==> src/rtl/ex_operand_stage_if.sv <==
// rtl/ex_operand_stage_if.sv - decode, writeback and ALU-operand bundle for ex_operand_stage
//
// Parameter:
//   CNT_W         width of the stall counter
// Signals (slave = the operand stage, master = the surrounding pipeline):
//   in_*          decoded instruction from decode, in_valid/in_ready handshake
//   flush         synchronous squash
//   mem_*         EX/MEM writeback info (mem_wr_en implies that stage is valid)
//   wb_*          MEM/WB writeback info
//   out_valid/out_ready, ALUCtrl, SrcA, SrcB, Shmat, out_dst, out_wr_en, out_is_load
//                 registered ALU operands and passed-along control
//   stall_cnt     saturating count of hazard stall cycles
interface ex_operand_stage_if #(
    parameter int CNT_W = 16
);
    logic             in_valid;
    logic             in_ready;
    logic [3:0]       in_alu_ctrl;
    logic [4:0]       in_rs;
    logic [4:0]       in_rt;
    logic [31:0]      in_rs_data;
    logic [31:0]      in_rt_data;
    logic [31:0]      in_imm;
    logic             in_use_imm;
    logic [4:0]       in_shamt;
    logic [4:0]       in_dst;
    logic             in_wr_en;
    logic             in_is_load;
    logic             flush;
    logic [4:0]       mem_dst;
    logic             mem_wr_en;
    logic             mem_is_load;
    logic [31:0]      mem_data;
    logic [4:0]       wb_dst;
    logic             wb_wr_en;
    logic [31:0]      wb_data;
    logic             out_valid;
    logic             out_ready;
    logic [3:0]       ALUCtrl;
    logic [31:0]      SrcA;
    logic [31:0]      SrcB;
    logic [4:0]       Shmat;
    logic [4:0]       out_dst;
    logic             out_wr_en;
    logic             out_is_load;
    logic [CNT_W-1:0] stall_cnt;

    modport master (
        output in_valid, in_alu_ctrl, in_rs, in_rt, in_rs_data, in_rt_data, in_imm,
               in_use_imm, in_shamt, in_dst, in_wr_en, in_is_load, flush,
               mem_dst, mem_wr_en, mem_is_load, mem_data, wb_dst, wb_wr_en, wb_data,
               out_ready,
        input  in_ready, out_valid, ALUCtrl, SrcA, SrcB, Shmat, out_dst, out_wr_en,
               out_is_load, stall_cnt
    );

    modport slave (
        input  in_valid, in_alu_ctrl, in_rs, in_rt, in_rs_data, in_rt_data, in_imm,
               in_use_imm, in_shamt, in_dst, in_wr_en, in_is_load, flush,
               mem_dst, mem_wr_en, mem_is_load, mem_data, wb_dst, wb_wr_en, wb_data,
               out_ready,
        output in_ready, out_valid, ALUCtrl, SrcA, SrcB, Shmat, out_dst, out_wr_en,
               out_is_load, stall_cnt
    );
endinterface

==> src/rtl/ex_operand_stage.sv <==
// rtl/ex_operand_stage.sv - ID/EX operand stage with hazard resolution ahead of the ALU
//
// Build option: EX_FORWARD_EN
//   defined   - forward from EX/MEM (non-load) and MEM/WB, interlock only on load-use
//   undefined - full interlock against EX, EX/MEM and MEM/WB, operands from register file
// Ports:
//   clk    rising-edge clock
//   rst_n  asynchronous active-low reset, clears every output
//   bus    ex_operand_stage_if.slave: decode handshake, writeback info, ALU operands,
//          stall_cnt
module ex_operand_stage #(
    parameter int CNT_W = 16
) (
    input  logic              clk,
    input  logic              rst_n,
    ex_operand_stage_if.slave bus
);

    // A source only ever matches a real, written, nonzero destination.
    function automatic logic src_match(input logic [4:0] src, input logic [4:0] dst,
                                       input logic en);
        return en && (src != 5'd0) && (src == dst);
    endfunction

    // rs is always read; rt only when the immediate does not replace it.
    function automatic logic pair_match(input logic [4:0] rs, input logic [4:0] rt,
                                        input logic rt_used, input logic [4:0] dst,
                                        input logic en);
        return src_match(rs, dst, en) || (rt_used && src_match(rt, dst, en));
    endfunction

    logic        adv;
    logic        rt_used;
    logic        hazard_raw;
    logic        hazard;
    logic        accept;
    logic [31:0] rs_val;
    logic [31:0] rt_val;

    assign adv     = bus.out_ready | ~bus.out_valid;
    assign rt_used = ~bus.in_use_imm;

`ifdef EX_FORWARD_EN
    logic mem_fwd_en;
    assign mem_fwd_en = bus.mem_wr_en & ~bus.mem_is_load;

    // Only a load still in EX or EX/MEM has no value to forward yet.
    assign hazard_raw =
        pair_match(bus.in_rs, bus.in_rt, rt_used, bus.out_dst,
                   bus.out_valid & bus.out_wr_en & bus.out_is_load) |
        pair_match(bus.in_rs, bus.in_rt, rt_used, bus.mem_dst,
                   bus.mem_wr_en & bus.mem_is_load);

    always_comb begin
        rs_val = bus.in_rs_data;
        if (src_match(bus.in_rs, bus.mem_dst, mem_fwd_en)) begin
            rs_val = bus.mem_data;
        end else if (src_match(bus.in_rs, bus.wb_dst, bus.wb_wr_en)) begin
            rs_val = bus.wb_data;
        end
        rt_val = bus.in_rt_data;
        if (src_match(bus.in_rt, bus.mem_dst, mem_fwd_en)) begin
            rt_val = bus.mem_data;
        end else if (src_match(bus.in_rt, bus.wb_dst, bus.wb_wr_en)) begin
            rt_val = bus.wb_data;
        end
    end
`else
    // No bypass paths: any pending write to a source blocks until it has retired.
    assign hazard_raw =
        pair_match(bus.in_rs, bus.in_rt, rt_used, bus.out_dst,
                   bus.out_valid & bus.out_wr_en) |
        pair_match(bus.in_rs, bus.in_rt, rt_used, bus.mem_dst, bus.mem_wr_en) |
        pair_match(bus.in_rs, bus.in_rt, rt_used, bus.wb_dst, bus.wb_wr_en);

    assign rs_val = bus.in_rs_data;
    assign rt_val = bus.in_rt_data;

    logic unused_fwd_inputs;
    assign unused_fwd_inputs = ^{bus.mem_is_load, bus.mem_data, bus.wb_data};
`endif

    assign hazard = bus.in_valid & hazard_raw;

    // Gated by rst_n so the handshake also reads 0 while reset is held.
    assign bus.in_ready = rst_n & adv & ~hazard & ~bus.flush;
    assign accept       = bus.in_valid & bus.in_ready;

    always_ff @(posedge clk or negedge rst_n) begin
        if (!rst_n) begin
            bus.out_valid   <= 1'b0;
            bus.out_wr_en   <= 1'b0;
            bus.out_is_load <= 1'b0;
            bus.ALUCtrl     <= 4'd0;
            bus.SrcA        <= 32'd0;
            bus.SrcB        <= 32'd0;
            bus.Shmat       <= 5'd0;
            bus.out_dst     <= 5'd0;
            bus.stall_cnt   <= '0;
        end else begin
            if (bus.flush) begin
                bus.out_valid   <= 1'b0;
                bus.out_wr_en   <= 1'b0;
                bus.out_is_load <= 1'b0;
            end else if (adv) begin
                if (accept) begin
                    bus.out_valid   <= 1'b1;
                    bus.out_wr_en   <= bus.in_wr_en;
                    bus.out_is_load <= bus.in_is_load;
                    bus.ALUCtrl     <= bus.in_alu_ctrl;
                    bus.SrcA        <= rs_val;
                    bus.SrcB        <= bus.in_use_imm ? bus.in_imm : rt_val;
                    bus.Shmat       <= bus.in_shamt;
                    bus.out_dst     <= bus.in_dst;
                end else begin
                    // Bubble: control cleared, datapath left as it was.
                    bus.out_valid   <= 1'b0;
                    bus.out_wr_en   <= 1'b0;
                    bus.out_is_load <= 1'b0;
                end
            end

            if (hazard && !bus.flush && !(&bus.stall_cnt)) begin
                bus.stall_cnt <= bus.stall_cnt + CNT_W'(1);
            end
        end
    end

endmodule

==> src/flat_wrapper.sv <==
// flat-port wrapper written by rule: the top's interface ports become plain ports
module ex_operand_stage_flat 
#(
    parameter int CNT_W = 16
)
  (clk, rst_n, bus_in_valid, bus_in_alu_ctrl, bus_in_rs, bus_in_rt, bus_in_rs_data, bus_in_rt_data, bus_in_imm, bus_in_use_imm, bus_in_shamt, bus_in_dst, bus_in_wr_en, bus_in_is_load, bus_flush, bus_mem_dst, bus_mem_wr_en, bus_mem_is_load, bus_mem_data, bus_wb_dst, bus_wb_wr_en, bus_wb_data, bus_out_ready, bus_in_ready, bus_out_valid, bus_ALUCtrl, bus_SrcA, bus_SrcB, bus_Shmat, bus_out_dst, bus_out_wr_en, bus_out_is_load, bus_stall_cnt);
  ex_operand_stage_if #(.CNT_W(CNT_W)) bus_i ();
  input  logic clk;
  input  logic rst_n;
  input wire logic [$bits(bus_i.in_valid)-1:0] bus_in_valid;
  input wire logic [$bits(bus_i.in_alu_ctrl)-1:0] bus_in_alu_ctrl;
  input wire logic [$bits(bus_i.in_rs)-1:0] bus_in_rs;
  input wire logic [$bits(bus_i.in_rt)-1:0] bus_in_rt;
  input wire logic [$bits(bus_i.in_rs_data)-1:0] bus_in_rs_data;
  input wire logic [$bits(bus_i.in_rt_data)-1:0] bus_in_rt_data;
  input wire logic [$bits(bus_i.in_imm)-1:0] bus_in_imm;
  input wire logic [$bits(bus_i.in_use_imm)-1:0] bus_in_use_imm;
  input wire logic [$bits(bus_i.in_shamt)-1:0] bus_in_shamt;
  input wire logic [$bits(bus_i.in_dst)-1:0] bus_in_dst;
  input wire logic [$bits(bus_i.in_wr_en)-1:0] bus_in_wr_en;
  input wire logic [$bits(bus_i.in_is_load)-1:0] bus_in_is_load;
  input wire logic [$bits(bus_i.flush)-1:0] bus_flush;
  input wire logic [$bits(bus_i.mem_dst)-1:0] bus_mem_dst;
  input wire logic [$bits(bus_i.mem_wr_en)-1:0] bus_mem_wr_en;
  input wire logic [$bits(bus_i.mem_is_load)-1:0] bus_mem_is_load;
  input wire logic [$bits(bus_i.mem_data)-1:0] bus_mem_data;
  input wire logic [$bits(bus_i.wb_dst)-1:0] bus_wb_dst;
  input wire logic [$bits(bus_i.wb_wr_en)-1:0] bus_wb_wr_en;
  input wire logic [$bits(bus_i.wb_data)-1:0] bus_wb_data;
  input wire logic [$bits(bus_i.out_ready)-1:0] bus_out_ready;
  output wire logic [$bits(bus_i.in_ready)-1:0] bus_in_ready;
  output wire logic [$bits(bus_i.out_valid)-1:0] bus_out_valid;
  output wire logic [$bits(bus_i.ALUCtrl)-1:0] bus_ALUCtrl;
  output wire logic [$bits(bus_i.SrcA)-1:0] bus_SrcA;
  output wire logic [$bits(bus_i.SrcB)-1:0] bus_SrcB;
  output wire logic [$bits(bus_i.Shmat)-1:0] bus_Shmat;
  output wire logic [$bits(bus_i.out_dst)-1:0] bus_out_dst;
  output wire logic [$bits(bus_i.out_wr_en)-1:0] bus_out_wr_en;
  output wire logic [$bits(bus_i.out_is_load)-1:0] bus_out_is_load;
  output wire logic [$bits(bus_i.stall_cnt)-1:0] bus_stall_cnt;
  assign bus_i.in_valid = bus_in_valid;
  assign bus_i.in_alu_ctrl = bus_in_alu_ctrl;
  assign bus_i.in_rs = bus_in_rs;
  assign bus_i.in_rt = bus_in_rt;
  assign bus_i.in_rs_data = bus_in_rs_data;
  assign bus_i.in_rt_data = bus_in_rt_data;
  assign bus_i.in_imm = bus_in_imm;
  assign bus_i.in_use_imm = bus_in_use_imm;
  assign bus_i.in_shamt = bus_in_shamt;
  assign bus_i.in_dst = bus_in_dst;
  assign bus_i.in_wr_en = bus_in_wr_en;
  assign bus_i.in_is_load = bus_in_is_load;
  assign bus_i.flush = bus_flush;
  assign bus_i.mem_dst = bus_mem_dst;
  assign bus_i.mem_wr_en = bus_mem_wr_en;
  assign bus_i.mem_is_load = bus_mem_is_load;
  assign bus_i.mem_data = bus_mem_data;
  assign bus_i.wb_dst = bus_wb_dst;
  assign bus_i.wb_wr_en = bus_wb_wr_en;
  assign bus_i.wb_data = bus_wb_data;
  assign bus_i.out_ready = bus_out_ready;
  assign bus_in_ready = bus_i.in_ready;
  assign bus_out_valid = bus_i.out_valid;
  assign bus_ALUCtrl = bus_i.ALUCtrl;
  assign bus_SrcA = bus_i.SrcA;
  assign bus_SrcB = bus_i.SrcB;
  assign bus_Shmat = bus_i.Shmat;
  assign bus_out_dst = bus_i.out_dst;
  assign bus_out_wr_en = bus_i.out_wr_en;
  assign bus_out_is_load = bus_i.out_is_load;
  assign bus_stall_cnt = bus_i.stall_cnt;
  ex_operand_stage #(.CNT_W(CNT_W)) u_core (.clk(clk), .rst_n(rst_n), .bus(bus_i));
endmodule
==> config.mk <==
export PLATFORM = sky130hd
export DESIGN_NAME = ex_operand_stage_flat
export DESIGN_NICKNAME = d
export VERILOG_FILES = /design/src/rtl/ex_operand_stage_if.sv /design/src/rtl/ex_operand_stage.sv /design/src/flat_wrapper.sv
export SDC_FILE = /design/constraint.sdc
export NUM_CORES = 1
export LEC_CHECK = 0
export CAP_MARGIN = 15
export CORE_UTILIZATION = 33
export DETAILED_ROUTE_END_ITERATION = 16
export PLACE_DENSITY_LB_ADDON = 0.08
export SLEW_MARGIN = 15
export SYNTH_ARGS = -nofsm -noshare
export SYNTH_HDL_FRONTEND = slang
export SYNTH_SLANG_ARGS = --single-unit
==> constraint.sdc <==
create_clock -name clk -period 1.9 [get_ports clk]
set_input_delay 0.38 -clock clk [delete_from_list [all_inputs] [get_ports clk]]
set_output_delay 0.38 -clock clk [all_outputs]
set_load 0.02 [all_outputs]
Yosys cells after proc, flatten, opt, wreduce, memory -nomap -nowiden
Index checks and enable logic that the tools add are counted.

Bitwise operators: 13. Multiplexer cells: 10. Add/sub/neg operators: 1. Reduce and logical (&&, ||, !) cells: 27. Eq/ne operators: 6.

Operators by type and width (count): $mux W32 (1); $eq A5 B5 Y1 (6); $logic_and A1 B1 Y1 (17); $add A16 B1 Y16 const B (1); $reduce_and A16 Y1 (1); $reduce_bool A5 Y1 (2); $mux W1 (9); $and A1 B1 Y1 (6); $not A1 Y1 (4); $logic_or A1 B1 Y1 (3); $or A1 B1 Y1 (3); $reduce_and A3 Y1 (1); $logic_not A1 Y1 (2); $reduce_bool A2 Y1 (1).

Register bits after elaboration: 97. Output and inout port bits: 98. Input bits: 205. Word-level logic and storage cells: 66.

Longest topological paths before layout
Depth in word-level cells: 15. Mapped depth: 9. Mapped depth without buffers: 7.

Least setup slack after synthesis
OpenSTA, ideal clock, no wires.

Path type: input -> output. Start: input bus_in_rt[1]. End: output bus_in_ready. Stages on the path: 7. Path slack: -0.385 ns. Data required time: 1.520 ns. Buffers on the path: 1. Arrival time: 1.905 ns. Path through: or4_1 o21bai_2 nor4_1 o21ai_2 nand2_2 clkbuf_1 a21oi_1.

Word-level cells in the longest chain between the ends: 11. Elaborated cells between the ends (all ways): 22. Classes of those cells: eq/ne: 3; bitwise: 6; reduce/logical: 13.

Ends and longest elaborated chain: start, declared (line flat_wrapper.sv:13) `input wire logic [$bits(bus_i.in_rt)-1:0] bus_in_rt;`; $reduce_bool A5 Y1 (line ex_operand_stage.sv:22) `return en && (src != 5'd0) && (src == dst);`; $logic_and A1 B1 Y1 (2 in a row) (line ex_operand_stage.sv:22); $logic_and A1 B1 Y1 (line ex_operand_stage.sv:29) `return src_match(rs, dst, en) || (rt_used && src_match(rt, dst, en));`; $logic_or A1 B1 Y1 (line ex_operand_stage.sv:29); $or A1 B1 Y1 (line ex_operand_stage.sv:72) `bus.out_valid & bus.out_wr_en) |`; $or A1 B1 Y1 (*) (line ex_operand_stage.sv:73) `pair_match(bus.in_rs, bus.in_rt, rt_used, bus.mem_dst, bus.mem_wr_en) |`; $and A1 B1 Y1 (*) (line ex_operand_stage.sv:83) `assign hazard = bus.in_valid & hazard_raw;`; $not A1 Y1 (*) (line ex_operand_stage.sv:86) `assign bus.in_ready = rst_n & adv & ~hazard & ~bus.flush;`; $and A1 B1 Y1 (*) (2 in a row) (line ex_operand_stage.sv:86); end, declared (line flat_wrapper.sv:31) `output wire logic [$bits(bus_i.in_ready)-1:0] bus_in_ready;`.

Every way passes the cells marked *; elsewhere a longest branch is shown, timed or not.

Worst setup path in the final report
Start: register u_core.bus.out_dst[0]. End: output bus_in_ready.

Word-level cells in the longest chain between the ends: 10. Elaborated cells between the ends (all ways): 12. Classes of those cells: eq/ne: 2; bitwise: 6; reduce/logical: 4.

Ends and longest elaborated chain: start, declared (line ex_operand_stage_if.sv:62) `output in_ready, out_valid, ALUCtrl, SrcA, SrcB, Shmat, out_dst, out_wr_en,`; start signal, assigned (line ex_operand_stage.sv:114) `bus.out_dst <= bus.in_dst;`; $eq A5 B5 Y1 (line ex_operand_stage.sv:22); $logic_and A1 B1 Y1 (line ex_operand_stage.sv:22); $logic_and A1 B1 Y1 (line ex_operand_stage.sv:29); $logic_or A1 B1 Y1 (*) (line ex_operand_stage.sv:29); $or A1 B1 Y1 (*) (line ex_operand_stage.sv:72); $or A1 B1 Y1 (*) (line ex_operand_stage.sv:73); $and A1 B1 Y1 (*) (line ex_operand_stage.sv:83); $not A1 Y1 (*) (line ex_operand_stage.sv:86); $and A1 B1 Y1 (*) (2 in a row) (line ex_operand_stage.sv:86).

Marks and branches as above.

==> impl_metrics.py <==
metrics = {
    "synth": {
        "ys_types": 34,
        "yosysTopAreaCell": "dfrtp_1",
        "syn-instance-count": 373,
        "synth_top_area_frac": 0.520,
        "synth_warnings": 0,
        "syn_area_per_cell_um2": 12.5,
        "yosysSeqAreaShare": 0.520,
        "ys_ff_latch": 97,
        "synthesis.nets": 579,
        "synth.area.top_cells": "dfrtp_1 (52%), mux2_4 (14%), mux2i_1 (6.9%)",
        "synthesis.area_um2": 4670,
    },
    "die": {
        "dieArea_um2": 14600,
        "start_util": 0.338,
        "core_um2": 13800,
        "placement_rows": 43,
        "die_h_um": 121,
        "ios": 303,
        "die_x_um": 121,
    },
    "power": {
        "switching_share": 0.304,
        "p_per_area_nw_per_um2": 859,
        "p_int_w": 0.00516,
        "p_sw_w": 0.00225,
        "power_frac_clock": 0.267,
        "power_frac_comb": 0.372,
        "p_total_w": 0.00741,
        "p_leak_nw": 3.86,
        "vdd_drop_max_mv": 0.388,
        "pwr-share-seq": 0.361,
    },
    "routing": {
        "ant_nets": 0,
        "drcViolationCount": 0,
        "drt-pass1-iter-count": 4,
        "vias": 4127,
        "wl_met3_um": 917,
        "wl_mm": 15.2,
        "wl_met1_mm": 6.21,
        "drt_iter0_drc": 151,
        "dr_wl_met2_mm": 7.61,
        "vias_per_cell": 4.83,
        "detail_route.wl_per_cell_um": 17.7,
        "top_layer_used": "met4",
    },
    "flow_run": {
        "cap_violations": 0,
    },
    "cells_and_area": {
        "final_cells": 855,
        "stdcell_area_um2": 8630,
        "drive_above_1_share": 0.303,
        "syn_to_final_growth_pct": 84.7,
        "layout_commonest_cell": "clkdlybuf4s50_1",
        "num-nets-final": 875,
        "final_cell_mix": "clkdlybuf4s50_1 (209), dfrtp_1 (97), mux2_4 (45)",
    },
    "timing": {
        "hold_viol_final": 0,
        "worst_slack_ns": -0.488,
        "setup_tns_ns": -35.77,
        "grt_setup_unrepaired": "true",
        "period_share": 1.26,
        "min_period_ns": 2.39,
        "fmax_mhz": 419,
        "whs_ns": 0.152,
        "timing.slew.headroom": 0.516,
        "setup_violations": 98,
        "tightest_slew_ns": 0.726,
        "drv_slew": 0,
        "finClkSkew_ns": 0.00524,
    },
    "outcome": {
        "outcome": "finished with violations",
        "violations": "negative setup slack",
    },
    "clock_network": {
        "cts_tree": "yes",
        "htreeDepth": 3,
        "cts_root_buffer": "clkbuf_16",
        "cts_hold_repair.buffers": 0,
        "clk_pin_slew_worst_paths_ns": 0.07,
        "cts_sinks": 97,
        "cts_buffer_depth": 2,
        "numCtsBuffers": 9,
        "clock_latency_ns": 0.35,
    },
    "setup_path": {
        "path_class": "flop to output pin",
        "path_cells": "xor2_1 > nor4_1 > a32oi_1 > o22a_1 > nand2_2 > buf_6 > a21oi_2 > buf_6",
        "cp-end-kind": "output pin",
        "required_ns": 1.52,
        "worst-path-max-fanout": 3,
        "cpPeakStageDelay_ns": 0.41,
        "startpoint_type": "flop",
        "crit_top_cell": "buf_6",
        "critPathSlowestCell": "dfrtp_1",
        "arrival_ns": 2.01,
    },
    "placed_design": {
        "dpl-instance-area_um2": 7500,
        "dp_hpwl_mm": 10.1,
        "portBuffers": 237,
        "routabilityCongestion": 0.835,
        "dp_cells": 811,
    },
    "global_route": {
        "grt_overflow": 0,
        "grt_pass1_wl_mm": 22.9,
        "grt_max_degree": 55,
        "grt_usage": 0.205,
        "antenna_found_initial": 1,
        "grt_pass1_vias": 4384,
    },
    "hold_path": {
        "hp-class": "input pin to asynchronous set/reset pin",
    },
}
-- per-layer routing --
metal | up-vias | global-route usage
li1 | 1924 | -
met1 | 2030 | 0.245
met3 | 26 | 0.0479
met4 | 0 | 0.0934
met2 | 147 | 0.350
met5 | - | 0
-- final cells by class --
cell class | count | area (um2)
clock buffer | 10 | 229
timing repair buffer | 307 | 3230
sequential | 97 | 2430
inverter | 3 | 11.3
fill | 1136 | 5200
multi-input combinational | 251 | 2410
tap | 180 | 225
clock inverter | 6 | 92.6
antenna | 1 | 2.50
-- worst paths after layout --
check	from	endpoint	slack, ns	depth (start not counted)
max reg2reg	u_core.bus.out_dst[0]	u_core.bus.SrcA[13]	-0.47	11
min	rst_n	u_core.bus.stall_cnt[9]	0.15	2
max	u_core.bus.out_dst[0]	bus_in_ready	-0.49	8
max in group asynchronous	rst_n	u_core.bus.SrcA[23]	1.19	2
min in group clk	u_core.bus.stall_cnt[15]	u_core.bus.stall_cnt[15]	0.49	1
min reg2reg	u_core.bus.stall_cnt[15]	u_core.bus.stall_cnt[15]	0.49	1
-- cells in the mapped netlist --
cell and instances:
buf_2 1, nand4b_1 2, buf_6 6, nand2b_1 1, nand3_1 9, o21ai_0 59
a21oi_1 2, nand2_1 8, clkbuf_1 15, xor2_1 23, o21ai_2 1, and3_1 4
mux2i_1 32, xnor2_1 22, a31oi_1 1, and2_1 1, nor4_1 6, nor2_1 7
nand4_1 6, o21bai_2 1, dfrtp_1 97, o21ai_1 8, mux2_4 45, a32oi_1 2
or2_1 1, nor3_1 1, o22a_1 1, mux2_2 2, nand3b_1 1, or4_1 2
nand2_2 1, inv_1 3, ha_1 1, and4_1 1
-- through the flow --
stage               setup slack, ns  utilization
finish                       -0.488        0.624
global route                 -0.573        0.624
CTS                          -0.522        0.615
detailed placement            -1.12        0.543
global placement              -1.13        0.543
floorplan                    -0.371            -
-- registers in the layout, summed over array words and instances (netlist names) --
register and count:
u_core.bus.ALUCtrl 4, u_core.bus.Shmat 5, u_core.bus.out_dst 5, u_core.bus.SrcB 32, u_core.bus.out_valid 1, u_core.bus.stall_cnt 16, u_core.bus.out_wr_en 1, u_core.bus.SrcA 32
u_core.bus.out_is_load 1
-- logic make-up (layout without fill, tap and decap cells) --
kind of cell               after synthesis  count (layout)  share of synthesized area
muxes                                   79              79                      0.218
adders and majority gates                1               1                    0.00268
AOI/OAI and AO/OA                       75              75                     0.0852
xor gates and xnor gates                45              45                     0.0844
other                                    0               1                          0
buffers and inverters                   25             326                     0.0300
and+or+nand+nor                         51              51                     0.0600
DFF                                     97              97                      0.520
-- critical path: cells and delay by family (launching register included) --
kind                      cells  cell delay [ns]
and+or+nand+nor               2             0.46
DFF                           1             0.41
AOI/OAI and AO/OA             3             0.37
buffers and inverters         2             0.24
xor gates and xnor gates      1             0.18
-- power groups by stage --
stage | Sequential, W | Combinational (W) | Clock (W)
4_1_cts | 0.00267 | 0.00273 | 0.00203
5_1_grt | 0.00272 | 0.00293 | 0.00211
6_report | 0.00267 | 0.00276 | 0.00198
2_1_floorplan | 0.00318 | 0.000640 | 0
3_3_place_gp | 0.00269 | 0.00251 | 0
3_5_place_dp | 0.00270 | 0.00253 | 0
-- what timing repair did --
item                                    in CTS  in global routing
pin swaps                                   57                 25
buffers inserted                            15                  3
resized for setup                          146                 34
gates cloned                                11                  3
endpoints found under the setup margin      99                101
No activity file was read; power rests on OpenSTA's default activity.
